==> src/rtl/serial_add_ctrl.sv <==
// Bit-serial add/sub controller: one full-adder cell reused LSB-first
// over WIDTH cycles, with start/busy/done handshake and registered flags.
module full_adder (
  input  logic A,
  input  logic B,
  input  logic Cin,
  output logic S,
  output logic Cout
);
  assign S    = A ^ B ^ Cin;
  assign Cout = (A & B) | (Cin & (A ^ B));
endmodule

module serial_add_ctrl #(
  parameter int WIDTH = 32
) (
  input  logic             clk,
  input  logic             rst_n,
  input  logic             start,
  input  logic             sub,
  input  logic [WIDTH-1:0] op_a,
  input  logic [WIDTH-1:0] op_b,
  output logic             busy,
  output logic             done,
  output logic [WIDTH-1:0] result,
  output logic             carry,
  output logic             overflow,
  output logic             zero
);
  localparam int CW = $clog2(WIDTH) + 1;
  localparam logic [CW-1:0] LAST = CW'(WIDTH - 1);

  typedef enum logic [1:0] {
    IDLE = 2'd0,
    RUN  = 2'd1,
    DONE = 2'd2
  } state_t;

  state_t           state;
  logic [WIDTH-1:0] a_sh;
  logic [WIDTH-1:0] b_sh;
  logic [WIDTH-1:0] sum_sh;
  logic [CW-1:0]    cnt;
  logic             cy_q;
  logic             cin_msb;
  logic             s;
  logic             cout;
  logic [WIDTH-1:0] sum_next;

  full_adder u_fa (
    .A   (a_sh[0]),
    .B   (b_sh[0]),
    .Cin (cy_q),
    .S   (s),
    .Cout(cout)
  );

  assign sum_next = {s, sum_sh[WIDTH-1:1]};
  assign busy     = (state == RUN);
  assign done     = (state == DONE);

  always_ff @(posedge clk or negedge rst_n) begin
    if (!rst_n) begin
      state    <= IDLE;
      a_sh     <= '0;
      b_sh     <= '0;
      sum_sh   <= '0;
      cnt      <= '0;
      cy_q     <= 1'b0;
      cin_msb  <= 1'b0;
      result   <= '0;
      carry    <= 1'b0;
      overflow <= 1'b0;
      zero     <= 1'b0;
    end else begin
      unique case (state)
        IDLE, DONE: begin
          if (start) begin
            a_sh   <= op_a;
            b_sh   <= sub ? ~op_b : op_b;
            cy_q   <= sub;
            cnt    <= '0;
            sum_sh <= '0;
            state  <= RUN;
          end else begin
            state <= IDLE;
          end
        end
        RUN: begin
          a_sh   <= a_sh >> 1;
          b_sh   <= b_sh >> 1;
          sum_sh <= sum_next;
          cy_q   <= cout;
          cnt    <= cnt + 1'b1;
          if (cnt == LAST) begin
            // carry into the MSB is cy_q on this cycle
            cin_msb  <= cy_q;
            result   <= sum_next;
            carry    <= cout;
            overflow <= cy_q ^ cout;
            zero     <= (sum_next == '0);
            state    <= DONE;
          end
        end
        default: state <= IDLE;
      endcase
    end
  end
endmodule
==> config.mk <==
export PLATFORM = sky130hd
export DESIGN_NAME = serial_add_ctrl
export DESIGN_NICKNAME = d
export VERILOG_FILES = /design/src/rtl/serial_add_ctrl.sv
export SDC_FILE = /design/constraint.sdc
export NUM_CORES = 1
export LEC_CHECK = 0
export CAP_MARGIN = 20
export CORE_ASPECT_RATIO = 1.5
export CORE_MARGIN = 4
export CORE_UTILIZATION = 53
export CTS_CLUSTER_SIZE = 14
export DETAILED_ROUTE_END_ITERATION = 10
export PLACE_DENSITY = 0.88
export SETUP_SLACK_MARGIN = 0.02
export SYNTH_ARGS = -nofsm -noshare
export SYNTH_HDL_FRONTEND = slang
export SYNTH_HIERARCHICAL = 1
export SYNTH_SLANG_ARGS = --single-unit
==> constraint.sdc <==
create_clock -name clk -period 2.3 [get_ports clk]
set_input_delay 0.23 -clock clk [delete_from_list [all_inputs] [get_ports clk]]
set_output_delay 0.23 -clock clk [all_outputs]
set_load 0.005 [all_outputs]
# Word level (Yosys, flattened, before mapping)
# Cells that the tools add are included.
# classes
addsub,1
n_eq_ne,5
mux,14
n_bitwise,7
reduce_logical,6
# ops
operator,count
$pmux 32 s2,3
$mux 32,4
$logic_not 32->1,1
$not 32->32,1
$pmux 6 s2,1
$add 6x1->6 const B,1
$eq 6x5->1 const B,1
$mux 6,1
$pmux 2 s2,1
$reduce_and 2->1,2
$xor 1x1->1,3
$and 1x1->1,2
$eq 2x1->1 const B,1
$eq 2x2->1 const B,1
$logic_not 2->1,1
$mux 1,2
$mux 2,1
$ne 2x1->1 const B,1
$ne 2x2->1 const B,1
$pmux 1 s2,1
$reduce_bool 2->1,1
$reduce_or 2->1,1
$or 1x1->1,1
# word_totals
reg_bits,140
inputBits,68
output_inout_bits,37
elab_cells,43

# Logic depth before layout (Yosys ltp)
# Gate-level depths: netlist of run 1.
# logic_depth
ltp_word,4
depth_mapped,7

# Modules after synthesis
# The synthesis of run 1 kept the hierarchy.
# modules_own_cells
mod,instances,cells_per_inst,area_each_um2,seq_area_each_um2
serial_add_ctrl,1,481,5957.0,3478.3
full_adder,1,1,20.0,0.0

# Worst setup path after synthesis of run 1
# Ideal clock, no wire load.
# synth_path
path_kind,register -> register
startpoint,register state[1]
endpoint,register carry
setup_ps,125
arrival_ps,1695
slack_ps,480
path_stages_with_launch,7
period_less_slack_ps,1820
path_cell_list,dfrtp_1 nand2b_1 buf_6 or4_4 buf_6 buf_6 mux2_4
# synth_via
elab_chain_cells,2
# synth_rtl
element,line,text
"start, declared",39,state_t state;
"start signal, assigned",64,state <= IDLE;
"start signal, assigned",84,state <= RUN;
"start signal, assigned",86,state <= IDLE;
$eq 2x1->1,76,unique case (state)
$reduce_and 2->1 (no source line),n/a,
"end signal, assigned",99,carry <= cout;
"end, declared",26,"output logic carry,"
# No other way between the ends.
# A chain may end at the register's enable or synchronous reset.

# Worst setup path in the final report of run 1
# layout_path
startpoint,register state[1]
endpoint,output busy
# layout_via
elab_chain_cells,1
# layout_rtl
element,line,text
$eq 2x1->1,59,assign busy = (state == RUN);
"end, declared",23,"output logic busy,"
# No other way between the ends.

==> results.toml, run 1 <==
[run_status]
outcome = "complete, no violations"

[synthesis]
yosys-top-cells-count = "dfrtp_1 (139), nand2_1 (39), a22o_1 (34)"
synthCells = 482
ys_ff_latch = 139
postSynth.asyncResetShare_pct = 100
synth_seq_area_share_pct = 58.2
synthFlopType = "dfrtp_1"
avgSynthCellArea_um2 = 12.4
netlist_area_um2 = 5980
synth_top_area_share_pct = 58.2
yosysMostFrequentCell = "dfrtp_1"
synth_edf_count = 0
syn_nets = 552
netlist_top_cells_area = "dfrtp_1 (58%), mux2_4 (7.3%), a221o_1 (5.2%)"
ys_types = 31
yosysWarnings = 6
synth_top_area_cell = "dfrtp_1"

[cts]
cts_sinks = 139
cts-htree-levels = 4
clock-root-buffer = "clkbuf_16"
clkTransAtPathRegs_ns = 0.06
cts_max_path_buffers = 2
numCtsBuffers = 17
clock_latency_ns = 0.42
cts_tree = "yes"
cts_setup_buffers = 0

[power_and_ir_drop]
total_power_mw = 9.86
p_leak_nw = 3.59
power_density_nw_per_um2 = 1270
ir_worst_vdd_mv = 0.768

[run]
maxCapViolations = 0

[timing]
finalCritPeriodShare_pct = 93.6
rsz0062_at_grt = "false"
whs_ns = 0.354
setup_violations = 0
worst_slew_pin_slew_ns = 0.756
tns_ns = 0
clock_skew_ns = 0.00920
worst_slew_margin_rel_pct = 49.5
drv_slew = 0
finalHoldViolCount = 0
finalWorstSetupSlack_ns = 0.148
finalCriticalPeriod_ns = 2.15
max_freq_ghz = 0.465

[floorplanning]
die_w_um = 94.7
dieArea_um2 = 13100
start_util_pct = 54.1
core_area_um2 = 11100
std_cell_rows = 47
io_pins = 105
die_h_um = 138

[global_routing]
grt_pass1_vias = 4505
antenna_found_initial = 0
track_usage_pct = 22.1
gr-total-overflow = 0
grt_max_degree = 71
grt_first_pass_wirelength_um = 22500

[routing]
drt_first_pass_iters = 5
ant_nets = 0
drt_wl_total_um = 13700
drc = 0
detail_route.wl_per_cell_um = 18.7
drtIter0Drc = 234
vias = 4322
vias_per_cell = 5.88

[finish]
finalNetCount = 647
area_growth_pct = 30.3
drive_above_1_share_pct = 14.3
final_cell_count_no_fill = 735
antenna_cells = 0

[placement]
gp_congestion = 0.791
place_worst_setup_slack_ns = 0.149
port_buffers = 104
placed_cells = 704
dp_hpwl_um = 8930

[critical_path]
crit_path_end_kind = "primary output"
critPathRequiredTime_ns = 2.07
start_kind = "flip-flop"
crit_path_max_fanout = 53
crit_type = "flip-flop to primary output"
cp.arrival_ns = 1.92

[worst_hold_path]
min-delay-path-class = "input port to flip-flop"
## layer usage
layer | routed length, µm | global-route usage (%) | part of all wire, %
met3 | 762 | 5.76 | 5.6
met4 | 338 | 9.20 | 2.5
met5 | 0 | 0 | 0
met2 | 7610 | 38.4 | 55
met1 | 5000 | 25.4 | 36
## registers in the layout, indices dropped and copies added, names as in the netlist
| register | count |
|---|---|
| a_sh | 32 |
| b_sh | 32 |
| result | 32 |
| sum_sh | 31 |
| cnt | 6 |
| state | 2 |
| carry | 1 |
| cy_q | 1 |
| overflow | 1 |
| zero | 1 |
## through the flow
step	instance area [µm²]	utilization (%)
after CTS	7780	70.3
after global placement	7160	64.8
after floorplan	5980	-
after detailed placement	7160	64.8
final	7790	70.4
after global routing	7790	70.4
## cells by family after synthesis
group                    count (synthesis)  share of synthesized area (%)
AO/OA/AOI/OAI                          102                           14.7
XOR/XNOR                                34                           4.98
adder cells (fa/ha/maj)                  2                          0.544
buffers and inverters                   44                           3.45
flip-flops                             139                           58.2
multiplexers                            37                           8.73
AND/OR/NAND/NOR                        124                           9.36
## power by group
part	internal (mW)	total, mW	leakage [nW]	switching, mW
Combinational	1.62	2.88	1.49	1.26
Clock	1.79	2.79	0.294	0.997
Sequential	3.42	4.19	1.80	0.774
Total	6.84	9.86	3.59	3.03
## area by class of cell
cell class	instances	area (µm²)
sequential	139	3480
fill	767	3270
multi-input combinational	299	2300
timing repair buffer	118	1210
clock buffer	17	425
tap	147	184
clock inverter	13	178
inverter	2	8.76
## path summary, 6_finish.rpt
kind | start | end | slack, ns | depth (start not counted)
min in group asynchronous | rst_n | result[8] | 0.39 | 2
max in group asynchronous | rst_n | result[30] | 1.21 | 3
hold / removal | sub | cy_q | 0.35 | 4
setup reg to reg | state[0] | sum_sh[25] | 0.18 | 5
setup / recovery | state[1] | busy | 0.15 | 4
hold reg to reg | a_sh[1] | a_sh[0] | 0.50 | 2
## worst max-delay path, cell delays in order, from the launching register on
cell	delay, ns
dfrtp_1	0.37
nand2b_1	0.21
clkinv_2	0.12
buf_12	0.24
clkdlybuf4s50_1	0.55
## repair_timing
action                     in CTS  in global routing
hold endpoints to repair       67                  0
setup endpoints to repair       1                  1
hold buffers                    1                  0
resized for setup               1                  3
pin swaps                       0                  0
## placed cells by master, fill, tap and decap left out, types with 2 or more instances in the layout
cell type	count
dfrtp_1	139
clkdlybuf4s50_1	102
nand2_1	39
a22o_1	34
a22oi_1	32
nand3_1	32
xnor2_1	32
nor2_1	32
a221o_1	31
mux2_4	29
clkbuf_16	17
nor4_1	8
buf_4	8
clkinv_2	6
mux2_2	5
buf_12	5
nand4_1	4
bufinv_16	4
mux2i_1	3
nand2b_1	2
xor2_1	2
clkinv_4	2
clkinvlp_4	2
No activity file was read; power rests on OpenSTA's default activity.
==> inputs of run 2 (changes only) <==
--- a/config.mk
+++ b/config.mk
@@ -6,12 +6,16 @@
 export NUM_CORES = 1
 export LEC_CHECK = 0
 export CAP_MARGIN = 20
+export CELL_PAD_IN_SITES_DETAIL_PLACEMENT = 1
+export CELL_PAD_IN_SITES_GLOBAL_PLACEMENT = 1
 export CORE_ASPECT_RATIO = 1.5
 export CORE_MARGIN = 4
-export CORE_UTILIZATION = 53
+export CORE_UTILIZATION = 42
 export CTS_CLUSTER_SIZE = 14
 export DETAILED_ROUTE_END_ITERATION = 10
-export PLACE_DENSITY = 0.88
+export GPL_TIMING_DRIVEN = 0
+export PLACE_DENSITY = 0.87
+export REMOVE_ABC_BUFFERS = 1
 export SETUP_SLACK_MARGIN = 0.02
 export SYNTH_ARGS = -nofsm -noshare
 export SYNTH_HDL_FRONTEND = slang
==> run 2 against run 1 <==
Compared with the run above:
- sequential share of layout area is 0.70 points lower
- flip-flop and latch count is the same
- non-clock buffer count shrank 4
- clock power is 2% lower
- cell count rose by 6.0%
- via count decreased by 0.23%
- final area grew 1.6%
- worst setup slack got worse by 0.059 ns
- hold slack got worse by 0.023 ns
- largest power group unchanged
==> results.toml, run 2 (synthesis results as in run 1) <==
[cts]
cts_tree = "yes"
cts-htree-levels = 4
clock_latency_ns = 0.41
cts_max_path_buffers = 2
numCtsBuffers = 17
cts_sinks = 139
clock-root-buffer = "clkbuf_16"
clkTransAtPathRegs_ns = 0.06

[timing]
worst_slew_pin_slew_ns = 0.891
finalHoldViolCount = 0
clock_skew_ns = 0.0145
worst_slew_margin_rel_pct = 40.6
rsz0062_at_grt = "true"
finalCritPeriodShare_pct = 96.1
finalCriticalPeriod_ns = 2.21
drv_slew = 0
max_freq_ghz = 0.452
setup_violations = 0

[critical_path]
path_buf_inv = 4
cp_slowest_cell = "clkdlybuf4s50_1"
start_kind = "flip-flop"
cp_common_cell = "buf_16"
cpPeakStageDelay_ns = 0.51
crit_chain = "nand2b_4 -> buf_16 -> inv_16 -> buf_16 -> clkdlybuf4s50_1"
crit_type = "flip-flop to primary output"
cp.arrival_ns = 1.98
crit_path_end_kind = "primary output"
crit_start = "state[1]"
worstReg2RegStart = "state[1]"
crit_path_max_fanout = 44
critPathRequiredTime_ns = 2.07
cpLargestDelayFamily = "buffers and inverters"

[routing]
vias_per_cell = 5.54
detail_route.wl_per_cell_um = 19.4
drt_first_pass_iters = 4
drc = 0
drt_wl_total_um = 15100
ant_nets = 0
drtIter0Drc = 147
vias = 4312

[global_routing]
track_usage_pct = 19.0
grt_max_degree = 98
grt_pass1_vias = 4743
grt_first_pass_wirelength_um = 24800
antenna_found_initial = 0
gr-total-overflow = 0

[power_and_ir_drop]
p_sw_share_pct = 31.6
power.internal_mw = 6.85
clock_power_share_pct = 27.2
combPwrFrac_pct = 30.9
seqPwrFrac_pct = 41.9
total_power_mw = 10.0
power_density_nw_per_um2 = 1260
p_sw_mw = 3.16
ir_worst_vdd_mv = 0.487
p_leak_nw = 3.61

[worst_hold_path]
min-delay-path-class = "input port to async pin"

[placement]
gp_congestion = 0.730
dp_hpwl_um = 9820
placed_area_um2 = 7200
port_buffers = 104

[finish]
drive_above_1_share_pct = 14.3
final_area_um2 = 7910
final_util_pct = 56.6
finalNetCount = 644
antenna_cells = 0
area_growth_pct = 32.4
final_cell_mix = "dfrtp_1 (138), clkdlybuf4s50_1 (102), nand2_1 (39)"
reg.largest.list = "a_sh (32), b_sh (32), result (32)"
final_common_cell = "dfrtp_1"

[floorplanning]
dieArea_um2 = 16200
die_w_um = 105
core_area_um2 = 14000
die_h_um = 154
io_pins = 105
start_util_pct = 42.7
std_cell_rows = 53

[run_status]
outcome = "complete, no violations"

[run]
maxCapViolations = 0
==> run 2: metal layers <==
metal  share of wire [%]  GRT usage, %
met4                 1.4          5.94
met5                   0             0
met3                 4.2          4.37
met2                  53          33.6
met1                  41          23.0
==> run 2: final timing paths <==
path	endpoint	depth (start not counted)	slack (ns)
max	busy	5	0.09
min	result[19]	2	0.33
max reg2reg	overflow	5	0.11
min reg2reg	a_sh[16]	2	0.50
max in group asynchronous	state[0]	3	1.16
min in group clk	a_sh[27]	3	0.42
==> run 2: worst register-to-register path: cells and delay by family (launching register included) <==
family | cells | cell delay (ns)
simple gates | 2 | 1.00
buf+inv | 2 | 0.36
mux | 1 | 0.34
flops | 1 | 0.39
==> run 2: power groups by stage <==
stage,Combinational (mW),Sequential (mW),Clock [mW]
2_1_floorplan,1.81,3.97,0
3_3_place_gp,2.68,4.11,0
3_5_place_dp,2.94,4.21,0
4_1_cts,3.12,4.20,2.79
5_1_grt,3.38,4.32,2.93
6_report,3.09,4.19,2.73
==> run 2: what timing repair did <==
| action | CTS | global route |
|---|---|---|
| hold buffers | 1 | 0 |
| buffers inserted | 1 | 1 |
| hold endpoints to repair | 42 | 0 |
| gates cloned | 2 | 1 |
| gates resized for setup | 6 | 1 |
| setup endpoints to repair | 139 | 35 |
==> run 2: area by class of cell <==
class	count	area, µm²
clock inverter	12	138
fill	1381	6080
inverter	2	23.8
timing repair buffer	114	1250
clock buffer	20	457
multi-input combinational	300	2330
tap	192	240
sequential	139	3480
==> run 2: stage by stage <==
step / hold slack (ns) / worst slack (ns) / setup TNS, ns / instances
global route: 0.351 / 0.00396 / 0 / 779
CTS: 0.324 / 0.0381 / 0 / 777
detailed placement: 0.181 / -0.676 / -52.69 / 741
floorplan: -0.0656 / -2.76 / -208.72 / 440
global placement: 0.481 / -5.24 / -1008.70 / 736
finish: 0.332 / 0.0894 / 0 / 779
==> inputs of run 3 (changes only) <==
--- a/config.mk
+++ b/config.mk
@@ -13,10 +13,10 @@
 export CORE_UTILIZATION = 42
 export CTS_CLUSTER_SIZE = 14
 export DETAILED_ROUTE_END_ITERATION = 10
-export GPL_TIMING_DRIVEN = 0
 export PLACE_DENSITY = 0.87
 export REMOVE_ABC_BUFFERS = 1
 export SETUP_SLACK_MARGIN = 0.02
+export SLEW_MARGIN = 20
 export SYNTH_ARGS = -nofsm -noshare
 export SYNTH_HDL_FRONTEND = slang
 export SYNTH_HIERARCHICAL = 1
==> run 3 against run 2 <==
Compared with the run above:
- sequential share of layout area rose by 0.52 points
- sequential power barely moved
- final area fell by 1.2%
- critical endpoint unchanged
- highest routed layer unchanged
==> results.toml, run 3 (synthesis results as in run 1) <==
[floorplanning]
die_h_um = 154
std_cell_rows = 53
die_w_um = 105
start_util_pct = 42.7
io_pins = 105
core_area_um2 = 14000
dieArea_um2 = 16200

[power_and_ir_drop]
p_sw_mw = 3.09
p_leak_nw = 3.57
combPwrFrac_pct = 29.9
seqPwrFrac_pct = 42.7
clock_power_share_pct = 27.3
p_sw_share_pct = 31.4
ir_worst_vdd_mv = 0.622
power_density_nw_per_um2 = 1260
power.internal_mw = 6.76

[run_status]
outcome = "complete, no violations"

[global_routing]
gr-total-overflow = 0
grt_pass1_vias = 4798
grt_first_pass_wirelength_um = 24600
antenna_found_initial = 0
track_usage_pct = 19.0
grt_max_degree = 69

[finish]
antenna_cells = 0
fillCellCount = 1406
area_growth_pct = 30.8
reg.largest.list = "a_sh (32), b_sh (32), result (32)"
final_cell_mix = "dfrtp_1 (139), clkdlybuf4s50_1 (102), nand2_1 (39)"
drive_above_1_share_pct = 13.8
final_common_cell = "dfrtp_1"
finalNetCount = 644
final_util_pct = 55.9

[timing]
drv_slew = 0
worst_slew_margin_rel_pct = 45.0
rsz0062_at_grt = "true"
finalWorstSetupSlack_ns = 0.0940
worst_slew_pin_slew_ns = 0.823
max_freq_ghz = 0.453
finalCriticalPeriod_ns = 2.21
setup_violations = 0
finalHoldViolCount = 0
finalCritPeriodShare_pct = 95.9
clock_skew_ns = 0.00943

[placement]
dp_hpwl_um = 9590
place_worst_setup_slack_ns = 0.0780
port_buffers = 104
gp_congestion = 0.771

[cts]
cts_sinks = 139
numCtsBuffers = 17
clkTransAtPathRegs_ns = 0.06
cts-htree-levels = 4
cts_max_path_buffers = 2
cts_tree = "yes"
clock_latency_ns = 0.41
clock-root-buffer = "clkbuf_16"

[critical_path]
crit_start = "state[1]"
path_buf_inv = 3
cpLargestDelayFamily = "buffers and inverters"
crit_path_max_fanout = 51
r2r_end = "sum_sh[18]"
crit_path_end_kind = "primary output"
crit_chain = "nand2b_1 -> clkinv_2 -> buf_16 -> clkdlybuf4s50_1"
r2r_cells = 5
critPathRequiredTime_ns = 2.07
crit_type = "flip-flop to primary output"
worstReg2RegStart = "state[0]"
cp.arrival_ns = 1.98
reg2reg_slack_ns = 0.18
cp_slowest_cell = "clkdlybuf4s50_1"
cpPeakStageDelay_ns = 0.55
start_kind = "flip-flop"

[routing]
vias_per_cell = 5.56
drtIter0Drc = 251
drt_wl_total_um = 15000
dr_wl_met2_um = 8370
vias = 4329
detail_route.wl_per_cell_um = 19.3
drt-met1-wl_um = 5830
drt_first_pass_iters = 4
met3_length_um = 619
highest_layer = "met4"
drc = 0
ant_nets = 0

[run]
maxCapViolations = 0

[worst_hold_path]
min-delay-path-class = "input port to async pin"
[run 3: worst max path at each step]
stage	cells after the start	end
after global placement	5	sum_sh[17]
final	4	busy
after CTS	4	busy
after floorplan	4	b_sh[0]
after global routing	4	busy
after detailed placement	5	sum_sh[17]
[run 3: power groups by stage]
stage	sequential [mW]	clock (mW)	combinational, mW
after CTS	4.21	2.74	3.02
after detailed placement	4.21	0	2.89
after global routing	4.34	2.86	3.23
after floorplan	3.97	0	1.81
final	4.21	2.69	2.95
after global placement	4.10	0	2.70
[run 3: per-stage QoR]
stage | setup TNS [ns] | hold slack (ns) | instances | power [mW] | cell area, µm²
6_report | 0 | 0.356 | 778 | 9.85 | 7820
5_1_grt | 0 | 0.390 | 778 | 10.4 | 7820
4_1_cts | 0 | 0.365 | 778 | 9.98 | 7820
3_5_place_dp | 0 | 0.222 | 745 | 7.10 | 7190
3_3_place_gp | 0 | 0.204 | 745 | 6.81 | 7190
2_1_floorplan | -208.72 | -0.0656 | 440 | 5.78 | 5780
[run 3: cell type report]
class	instances	area (µm²)	area share [%]
sequential	139	3480	44.5
multi-input combinational	299	2300	29.5
timing repair buffer	115	1200	15.4
clock buffer	18	429	5.49
tap	192	240	3.07
clock inverter	13	153	1.95
inverter	2	8.76	0.112
[run 3: worst reg2reg max path: stages (launching register included)]
cell and delay (ns):
dfrtp_1 0.41, nand2b_1 0.16, clkinv_2 0.16, nor2_4 0.65, buf_4 0.45, a22o_1 0.21
[run 3: what timing repair did]
action | CTS | global route
pin swaps | 0 | 1
resized for setup | 1 | 0
hold buffers | 1 | 0
buffers inserted | 0 | 0
gates cloned | 1 | 0
setup endpoints to repair | 1 | 12
hold endpoints to repair | 54 | 0
[run 3: per-layer routing]
metal  global-route usage [%]  vias to the layer above
met1                     21.5                     2252
met2                     35.0                      123
li1                         -                     1939
met5                        0                        -
met4                     6.07                        0
met3                     4.33                       15
